**src/rtl/sliscp_perm.sv**
```systemverilog
// ---------------------------------------------------------------------------
// sliscp_perm -- iterative SLiSCP-light permutation engine.
//
// Runs STEPS steps of ROUNDS_PER_STEP Simeck rounds on the two odd subblocks
// (s1 through box S1, s3 through box S3), then applies the step-end mixing
// layer. The step constants come from an external combinational ROM that is
// addressed by const_idx.
//
// Build option:
//   SLISCP_PERM_UNROLL2_EN  - when defined, two Simeck rounds per box are done
//                             per cycle (ROUNDS_PER_STEP must then be even).
//                             Results are bit-identical to the default build.
//
// Ports:
//   clk        rising-edge clock
//   rst        asynchronous active-high reset
//   start      permutation request, accepted only while ready=1
//   sin        input state {s0,s1,s2,s3}, s0 in the MSBs, sampled on accept
//   rc0, rc1   round-constant bits for S1 / S3 of the current step (LSB first)
//   sc0, sc1   step constants for s0 / s2 of the current step
//   const_idx  step index presented to the constant ROM
//   ready      high while idle
//   done       one-cycle pulse when sout becomes valid
//   sout       result state, held until the next accept
// ---------------------------------------------------------------------------
module sliscp_perm #(
    parameter int WIDTH           = 64,
    parameter int STEPS           = 18,
    parameter int ROUNDS_PER_STEP = 8
) (
    input  logic                                        clk,
    input  logic                                        rst,
    input  logic                                        start,
    input  logic [4*WIDTH-1:0]                          sin,
    input  logic [7:0]                                  rc0,
    input  logic [7:0]                                  rc1,
    input  logic [7:0]                                  sc0,
    input  logic [7:0]                                  sc1,
    output logic [((STEPS > 1) ? $clog2(STEPS) : 1)-1:0] const_idx,
    output logic                                        ready,
    output logic                                        done,
    output logic [4*WIDTH-1:0]                          sout
);

    localparam int H  = WIDTH / 2;
    localparam int CW = (STEPS > 1) ? $clog2(STEPS) : 1;
    localparam int RW = (ROUNDS_PER_STEP > 1) ? $clog2(ROUNDS_PER_STEP) : 1;

`ifdef SLISCP_PERM_UNROLL2_EN
    localparam int RSTEP = 2;
    if (ROUNDS_PER_STEP % 2 != 0) begin : g_odd_rounds
        $error("sliscp_perm: ROUNDS_PER_STEP must be even when two rounds are done per cycle");
    end
`else
    localparam int RSTEP = 1;
`endif

    if ((WIDTH % 2 != 0) || (WIDTH < 16) || (STEPS < 1) ||
        (ROUNDS_PER_STEP < 1) || (ROUNDS_PER_STEP > 8)) begin : g_bad_params
        $error("sliscp_perm: illegal WIDTH/STEPS/ROUNDS_PER_STEP combination");
    end

    typedef enum logic [1:0] {
        IDLE = 2'd0,
        RUN  = 2'd1,
        DONE = 2'd2
    } state_t;

    // One Simeck round on a WIDTH-bit word: the upper half goes through f,
    // the halves swap, and the round-constant bit lands in the LSB of an
    // otherwise all-ones mask.
    function automatic logic [WIDTH-1:0] simeck_round(input logic [WIDTH-1:0] x,
                                                      input logic             rc_bit);
        logic [H-1:0] xl;
        logic [H-1:0] xr;
        logic [H-1:0] f;
        xl = x[WIDTH-1:H];
        xr = x[H-1:0];
        f  = (xl & {xl[H-6:0], xl[H-1:H-5]}) ^ {xl[H-2:0], xl[H-1]};
        return {xr ^ f ^ {{(H-1){1'b1}}, rc_bit}, xl};
    endfunction

    state_t               fsm_q, fsm_d;
    logic [4*WIDTH-1:0]   state_q, state_d;
    logic [4*WIDTH-1:0]   sout_q, sout_d;
    logic [RW-1:0]        round_ctr_q, round_ctr_d;
    logic [CW-1:0]        step_ctr_q, step_ctr_d;
    logic                 ready_q, ready_d;
    logic                 done_q, done_d;

    logic [WIDTH-1:0]     s0, s1, s2, s3;
    logic [WIDTH-1:0]     box1, box3;
    logic [WIDTH-1:0]     sc0_ext, sc1_ext;
    logic [2:0]           rc_idx0;
`ifdef SLISCP_PERM_UNROLL2_EN
    logic [2:0]           rc_idx1;
`endif
    logic [4*WIDTH-1:0]   round_state;
    logic [4*WIDTH-1:0]   mixed_state;
    logic                 last_round;
    logic                 last_step;

    // Datapath: the Simeck boxes on s1/s3 for the current round(s), plus the
    // mixing layer that is folded into the final round of every step.
    always_comb begin
        s0 = state_q[4*WIDTH-1:3*WIDTH];
        s1 = state_q[3*WIDTH-1:2*WIDTH];
        s2 = state_q[2*WIDTH-1:WIDTH];
        s3 = state_q[WIDTH-1:0];

        rc_idx0 = 3'(round_ctr_q);
        box1    = simeck_round(s1, rc0[rc_idx0]);
        box3    = simeck_round(s3, rc1[rc_idx0]);
`ifdef SLISCP_PERM_UNROLL2_EN
        rc_idx1 = rc_idx0 + 3'd1;
        box1    = simeck_round(box1, rc0[rc_idx1]);
        box3    = simeck_round(box3, rc1[rc_idx1]);
`endif

        sc0_ext = {{(WIDTH-8){1'b1}}, sc0};
        sc1_ext = {{(WIDTH-8){1'b1}}, sc1};

        round_state = {s0, box1, s2, box3};
        mixed_state = {box1, box3 ^ s2 ^ sc1_ext, box3, s0 ^ sc0_ext ^ box1};

        last_round = (round_ctr_q == RW'(ROUNDS_PER_STEP - RSTEP));
        last_step  = (step_ctr_q == CW'(STEPS - 1));
    end

    // Control: next-state and next-output values for the FSM, counters and
    // registered outputs. sout only moves when the last step completes.
    always_comb begin
        fsm_d       = fsm_q;
        state_d     = state_q;
        sout_d      = sout_q;
        round_ctr_d = round_ctr_q;
        step_ctr_d  = step_ctr_q;
        ready_d     = ready_q;
        done_d      = 1'b0;

        case (fsm_q)
            IDLE: begin
                ready_d = 1'b1;
                if (start) begin
                    state_d     = sin;
                    round_ctr_d = '0;
                    step_ctr_d  = '0;
                    ready_d     = 1'b0;
                    fsm_d       = RUN;
                end
            end
            RUN: begin
                ready_d = 1'b0;
                if (last_round) begin
                    state_d     = mixed_state;
                    round_ctr_d = '0;
                    if (last_step) begin
                        // Step counter returns to 0 so const_idx never
                        // addresses past the ROM.
                        sout_d     = mixed_state;
                        step_ctr_d = '0;
                        done_d     = 1'b1;
                        fsm_d      = DONE;
                    end else begin
                        step_ctr_d = step_ctr_q + CW'(1);
                    end
                end else begin
                    state_d     = round_state;
                    round_ctr_d = round_ctr_q + RW'(RSTEP);
                end
            end
            DONE: begin
                ready_d = 1'b1;
                fsm_d   = IDLE;
            end
            default: begin
                ready_d = 1'b1;
                fsm_d   = IDLE;
            end
        endcase
    end

    // All state and registered outputs, cleared asynchronously.
    always_ff @(posedge clk or posedge rst) begin
        if (rst) begin
            fsm_q       <= IDLE;
            state_q     <= '0;
            sout_q      <= '0;
            round_ctr_q <= '0;
            step_ctr_q  <= '0;
            ready_q     <= 1'b1;
            done_q      <= 1'b0;
        end else begin
            fsm_q       <= fsm_d;
            state_q     <= state_d;
            sout_q      <= sout_d;
            round_ctr_q <= round_ctr_d;
            step_ctr_q  <= step_ctr_d;
            ready_q     <= ready_d;
            done_q      <= done_d;
        end
    end

    assign const_idx = step_ctr_q;
    assign ready     = ready_q;
    assign done      = done_q;
    assign sout      = sout_q;

endmodule

```
**config.mk**
```make
export PLATFORM = sky130hd
export DESIGN_NAME = sliscp_perm
export DESIGN_NICKNAME = d
export VERILOG_FILES = /design/src/rtl/sliscp_perm.sv
export SDC_FILE = /design/constraint.sdc
export NUM_CORES = 1
export LEC_CHECK = 0
export CAP_MARGIN = 25
export CORE_UTILIZATION = 40
export DETAILED_ROUTE_END_ITERATION = 7
export PLACE_DENSITY = 0.73
export SYNTH_ARGS = -nofsm -noshare
export SYNTH_HDL_FRONTEND = slang
export SYNTH_SLANG_ARGS = --single-unit
```
**constraint.sdc**
```tcl
create_clock -name clk -period 20.2 [get_ports clk]
set_input_delay 5.05 -clock clk [delete_from_list [all_inputs] [get_ports clk]]
set_output_delay 5.05 -clock clk [all_outputs]
set_load 0.01 [all_outputs]
```
==> flow_summary.ini, run 1 <==
[sta]
fin_crit_sh_pct = 39.29
drv_slew = 0
holdWs_ns = 0.4722
relSlewSlack_pct = 24.34
hold_viol = 0
tightestPinTransition_ns = 1.135
rsz0062_at_grt = no
setup_viol = 0
finalClockSkew_ns = 0.02197
fin_ws_ns = 12.26
fin_crit_ns = 7.936
setup_tns_ns = 0
fmax_mhz = 126.0

[worst_hold_path]
hold_path_class = register to register
min_from = sout[95]$_DFFE_PP0P_
hold_depth = 2
min_to = sout[95]$_DFFE_PP0P_

[final_layout]
nNetsFinal = 3435
multi_input_area_mm2 = 0.01093
layout-drive-gt1-share_pct = 4.989
fill_cells = 5669
regArea_mm2 = 0.01312
layout_commonest_cell = nand2_1
syn_to_final_growth_pct = 30.45
final_core_util_pct = 53.17
fin_area_mm2 = 0.03306
most-common-layout-cells = 617 x nand2_1, 553 x clkdlybuf4s50_1, 522 x dfrtp_1

[floorplanning]
start_util_pct = 40.76
die_w_um = 253.7
coreArea_mm2 = 0.06217
rows = 91
fp.dieH_um = 253.7
io_pins = 554
die-area_mm2 = 0.06436

[placement]
dpl_cell_area_mm2 = 0.03094
hpwl_mm = 68.44
place_ws_ns = 11.80
place_congestion = 0.9345
port_buffers = 553

[global_routing]
grt_pass1_wl_mm = 143.3
grt_pass1_vias = 21430
grt_max_degree = 170
grtUsageTotal_pct = 30.25
antenna_found_initial = 24
overflow = 0

[status]
run_status = completed

[setup_path]
r2r_slack_ns = 14.63
worst_setup_path_start_kind = input pin
critical-path-slowest-cell = clkdlybuf4s50_1
crit_type = input pin to register
slowest_delay_ns = 0.85
path_delay_family = buffers and inverters
cp_cell_sequence = clkdlybuf4s50_1 > nor2_1 > nor2_4 > buf_4 > inv_4 > buf_4 > a221oi_1 > o21ai_0 > o21a_1
cp_max_fo = 74
rr_endpoint = sout[77]$_DFFE_PP0P_
r2r_cells = 10
arrival_ns = 8.44
critPathMostFrequentCell = buf_4
crit_path_end_kind = register
worst-path-buf-inv = 4
cp.required_ns = 20.70
r2r-start = rc_idx0[0]$_DFFE_PP0P_

[synthesis]
syn_nets = 3045
async_flop_share_pct = 100.0
synthFlopType = dfrtp_1
netlist-cell-type-count = 48
synth.cell_area_mm2 = 0.02534
ys_ff_latch = 524
synth_area_per_cell_um2 = 9.215
synthCells = 2750
synth_edf_count = 0
ys_seq_area_share_pct = 51.75
synth_warnings = 0

[clocking]
clock_latency_ns = 0.62
cts_sinks = 524
cts_hold_buf = 0
path_clk_slew_ns = 0.06
cts_setup_buffers = 0
ctsLongestPathBuffers = 3
cts-resized-gates = 0
cts_tree = done
cts_buffers = 56
cts-root-buf = clkbuf_16
cts_htree_levels = 2

[power]
powerDensity_mw_per_mm2 = 171.0
ir_drop_mv = 0.07932
p_leak_nw = 14.40

[drt]
dr.pass1.iters = 6
viasPerCell = 5.582
wl_per_cell_um = 24.53
drtIter0Drc = 2611
drc = 0
antenna_left = 0
drt_wl_total_mm = 99.13
vias = 22560

[flow_run]
cap_violations = 0
==> cell usage after synthesis, types with 2 or more instances <==
cell type,n,area (um^2)
a211oi_1,2,15.01
a21oi_1,270,1351
a221o_1,62,620.6
a221oi_1,28,245.2
a22o_1,2,17.52
a22oi_1,63,473.0
a31oi_1,3,18.77
and3_1,37,231.5
buf_1,12,45.04
buf_2,77,385.4
buf_4,72,540.5
buf_6,2,22.52
clkbuf_1,90,337.8
dfrtp_1,523,13090
ha_1,4,50.05
inv_1,5,18.77
mux2_2,8,90.09
mux2i_1,12,120.1
nand2_1,619,2323
nand2b_1,3,18.77
nand4_1,2,12.51
nor2_1,276,1036
nor2b_1,5,31.28
nor3b_1,5,37.54
o21a_1,28,210.2
o21ai_0,162,810.8
o22a_1,13,113.9
o22ai_1,72,450.4
xnor2_1,151,1323
xnor2_2,2,32.53
xor2_1,123,1077
==> worst max-delay path by stage <==
stage / to / cells past startpoint / start / slack, ns
after floorplan: const_idx[0]$_DFFE_PP0P_ / 1 / rst / 0.51
after detailed placement: state_q[138]$_DFFE_PP0P_ / 9 / start / 11.80
after global placement: state_q[27]$_DFFE_PP0P_ / 9 / start / 11.86
after CTS: state_q[138]$_DFFE_PP0P_ / 9 / start / 12.43
final: state_q[143]$_DFFE_PP0P_ / 9 / start / 12.26
after global routing: state_q[143]$_DFFE_PP0P_ / 9 / start / 12.13
==> metal layers <==
layer  wire length (um)  GRT usage, %  vias up
met5                 69             0        -
met4               3291         10.65       10
met3              10190         7.682      196
met2              42260         42.65     1235
met1              43320         44.60    11070
li1                   -             -    10050
==> metrics by stage <==
step                total power [mW]  cells
floorplan                      3.507   2750
global placement               4.390   3919
detailed placement             4.443   3919
CTS                            5.610   4024
global route                   5.959   4040
finish                         5.652   4042
==> cell families (layout without fill, tap and decap cells) <==
| logic type | count (synthesis) | in the layout | share of synthesized area [%] |
|---|---|---|---|
| and+or+nand+nor | 950 | 950 | 14.64 |
| AOI/OAI and AO/OA | 712 | 712 | 17.32 |
| DFF | 524 | 524 | 51.75 |
| xor gates and xnor gates | 278 | 278 | 9.781 |
| buffers and inverters | 261 | 698 | 5.387 |
| muxes | 21 | 21 | 0.9184 |
| adders and majority gates | 4 | 4 | 0.1975 |
| other | 0 | 18 | 0 |
==> worst reg2reg max path: stages (launching register included) <==
cell	delay (ns)
dfrtp_1	0.70
ha_1	0.29
ha_4	0.61
nand2_1	0.30
nor2_4	0.14
buf_4	0.73
nand2_4	0.68
inv_4	0.98
buf_4	0.76
nand2_1	0.21
nand2_1	0.10
==> registers in the layout (all words and copies together) (netlist names) <==
| name | cells |
|---|---|
| state_q | 256 |
| rc_idx0 | 3 |
| fsm_q | 2 |
| done | 1 |
| ready | 1 |
| const_idx | 5 |
| sout | 256 |
==> cell type report <==
type                            instances  share of cell area [%]
Tap cell                              837                   3.168
Antenna cell                           18                  0.1363
Sequential cell                       524                   39.68
Clock buffer                           77                   5.000
Multi-Input combinational cell       1965                   33.06
Clock inverter                         28                   1.268
Timing Repair Buffer                  586                   17.57
Inverter                                7                  0.1173
==> power breakdown <==
| part | internal [mW] | total, mW | switching (mW) |
|---|---|---|---|
| clock network | 0.700 | 1.16 | 0.455 |
| registers | 1.38 | 1.88 | 0.505 |
| logic | 1.07 | 2.62 | 1.55 |
Note: power is estimated with default switching activity, not from simulation.
==> inputs of run 2 (changes only) <==
Settings changed: PLACE_DENSITY 0.73 to 0.71.
Clock period 20.2 ns to 8.04 ns, I/O delays scaled along.
==> flow_summary.ini, run 2 (synthesis results as in run 1) <==
[setup_path]
r2r_slack_ns = 4.13
crit_end = state_q[115]$_DFFE_PP0P_
crit_start = start
cp_cell_sequence = clkdlybuf4s50_1 > nand2b_1 > a21oi_4 > buf_4 > buf_4 > nor2_1 > a21oi_1
worst_setup_path_start_kind = input pin
arrival_ns = 4.99
cp_max_fo = 68
critical-path-slowest-cell = clkdlybuf4s50_1
r2r_cells = 9
path_delay_family = buffers and inverters
critPathMostFrequentCell = buf_4
crit_path_end_kind = register
r2r-start = rc_idx0[0]$_DFFE_PP0P_
cp.required_ns = 8.57
worst-path-buf-inv = 3
critical_path_depth = 7
rr_endpoint = sout[112]$_DFFE_PP0P_
slowest_delay_ns = 0.87
crit_type = input pin to register

[drt]
vias = 22670
wl_per_cell_um = 24.59
viasPerCell = 5.610
drt_wl_total_mm = 99.37
dr.pass1.iters = 6
drtIter0Drc = 2516
drc = 0
antenna_left = 0

[sta]
setup_tns_ns = 0
tightestPinTransition_ns = 1.096
finalClockSkew_ns = 0.009793
relSlewSlack_pct = 26.90
fin_crit_ns = 4.464
fin_ws_ns = 3.576
setup_viol = 0
fmax_mhz = 224.0
fin_crit_sh_pct = 55.52
holdWs_ns = 0.4756
rsz0062_at_grt = no
drv_slew = 0
hold_viol = 0

[floorplanning]
rows = 91
die-area_mm2 = 0.06436
coreArea_mm2 = 0.06217
start_util_pct = 40.76
die_w_um = 253.7
fp.dieH_um = 253.7
io_pins = 554

[power]
comb_power_share_pct = 47.4
p_int_mw = 7.651
powerDensity_mw_per_mm2 = 423.2
sw_frac_of_total_pct = 45.05
clkPwrFrac_pct = 18.8
power_switching_mw = 6.271
power.share.sequential_pct = 33.8
ir_drop_mv = 0.2336
p_leak_nw = 14.33
power_mw = 13.92

[clocking]
cts_hold_buf = 0
cts-root-buf = clkbuf_16
cts-resized-gates = 0
cts_tree = done
cts_sinks = 524
ctsLongestPathBuffers = 3
cts_buffers = 57
path_clk_slew_ns = 0.06
clock_latency_ns = 0.61
cts_htree_levels = 2
cts_setup_buffers = 0

[global_routing]
grtUsageTotal_pct = 30.29
grt_pass1_wl_mm = 143.2
grt_use_met3_pct = 6.351
use_met2_pct = 42.83
busiest_layer = met1
grt_max_degree = 229
overflow = 0
antenna_found_initial = 17
grtUsageMet1_pct = 45.22
grt_pass1_vias = 21460

[final_layout]
layout-drive-gt1-share_pct = 4.769
most-common-layout-cells = 617 x nand2_1, 553 x clkdlybuf4s50_1, 522 x dfrtp_1
multi_input_area_mm2 = 0.01093
layout_commonest_cell = nand2_1
layout.cells.non_filler = 4041
syn_to_final_growth_pct = 29.81
fill_cells = 5711
regArea_mm2 = 0.01312
nNetsFinal = 3439

[placement]
hpwl_mm = 68.86
dpl.cell_count = 3921
place_congestion = 0.9108
port_buffers = 553
place_ws_ns = 3.085

[status]
run_status = completed

[flow_run]
cap_violations = 0

[worst_hold_path]
hold_path_class = register to register
[run 2: cell count changes in the layout (fill, tap and decap cells not counted), moves of 2 or more]
cell | before | now
buf_4 | 31 | 29
bufinv_16 | 10 | 2
clkbuf_1 | 6 | 13
buf_12 | 2 | 6
[run 2: routing by layer]
metal,share of wire [%],up-vias
met1,44,11140
met4,3.7,4
met2,42,1271
met5,0.031,-
met3,9.5,197
li1,-,10050
[run 2: through the flow]
stage | utilization, % | cell area (um^2)
2_1_floorplan | - | 25340
3_3_place_gp | 49.83 | 30980
3_5_place_dp | 49.88 | 31010
4_1_cts | 52.81 | 32830
5_1_grt | 52.91 | 32890
6_report | 52.91 | 32900
[run 2: power groups by stage]
stage               combinational (mW)  sequential (mW)  clock (mW)
finish                            6.60             4.71        2.61
global route                      7.16             4.79        2.74
CTS                               6.49             4.68        2.63
detailed placement                6.46             4.72           0
global placement                  6.33             4.71           0
floorplan                         4.87             3.94           0
[run 2: how the worst min path moves through the flow]
stage / start / endpoint / slack [ns] / cells after the start
2_1_floorplan: state_q[0]$_DFFE_PP0P_ / state_q[0]$_DFFE_PP0P_ / 0.47 / 2
3_3_place_gp: sout[237]$_DFFE_PP0P_ / sout[237]$_DFFE_PP0P_ / 0.46 / 2
3_5_place_dp: sout[205]$_DFFE_PP0P_ / sout[205]$_DFFE_PP0P_ / 0.46 / 2
4_1_cts: sout[97]$_DFFE_PP0P_ / sout[97]$_DFFE_PP0P_ / 0.48 / 2
5_1_grt: sout[97]$_DFFE_PP0P_ / sout[97]$_DFFE_PP0P_ / 0.49 / 2
6_report: sout[246]$_DFFE_PP0P_ / sout[246]$_DFFE_PP0P_ / 0.48 / 2
[run 2: worst reg2reg max path: cells and delay by family, from the launching register on]
family	cells	cell delay [ns]
and+or+nand+nor	5	1.01
buffers and inverters	2	1.27
adders and majority gates	2	0.88
DFF	1	0.69
[run 2: layout make-up]
| class | count | share of cell area (%) |
|---|---|---|
| sequential | 524 | 39.87 |
| multi-input combinational | 1965 | 33.22 |
| timing repair buffer | 589 | 17.94 |
| clock buffer | 84 | 5.070 |
| tap | 837 | 3.184 |
| clock inverter | 18 | 0.4793 |
| antenna | 17 | 0.1293 |
| inverter | 7 | 0.1065 |
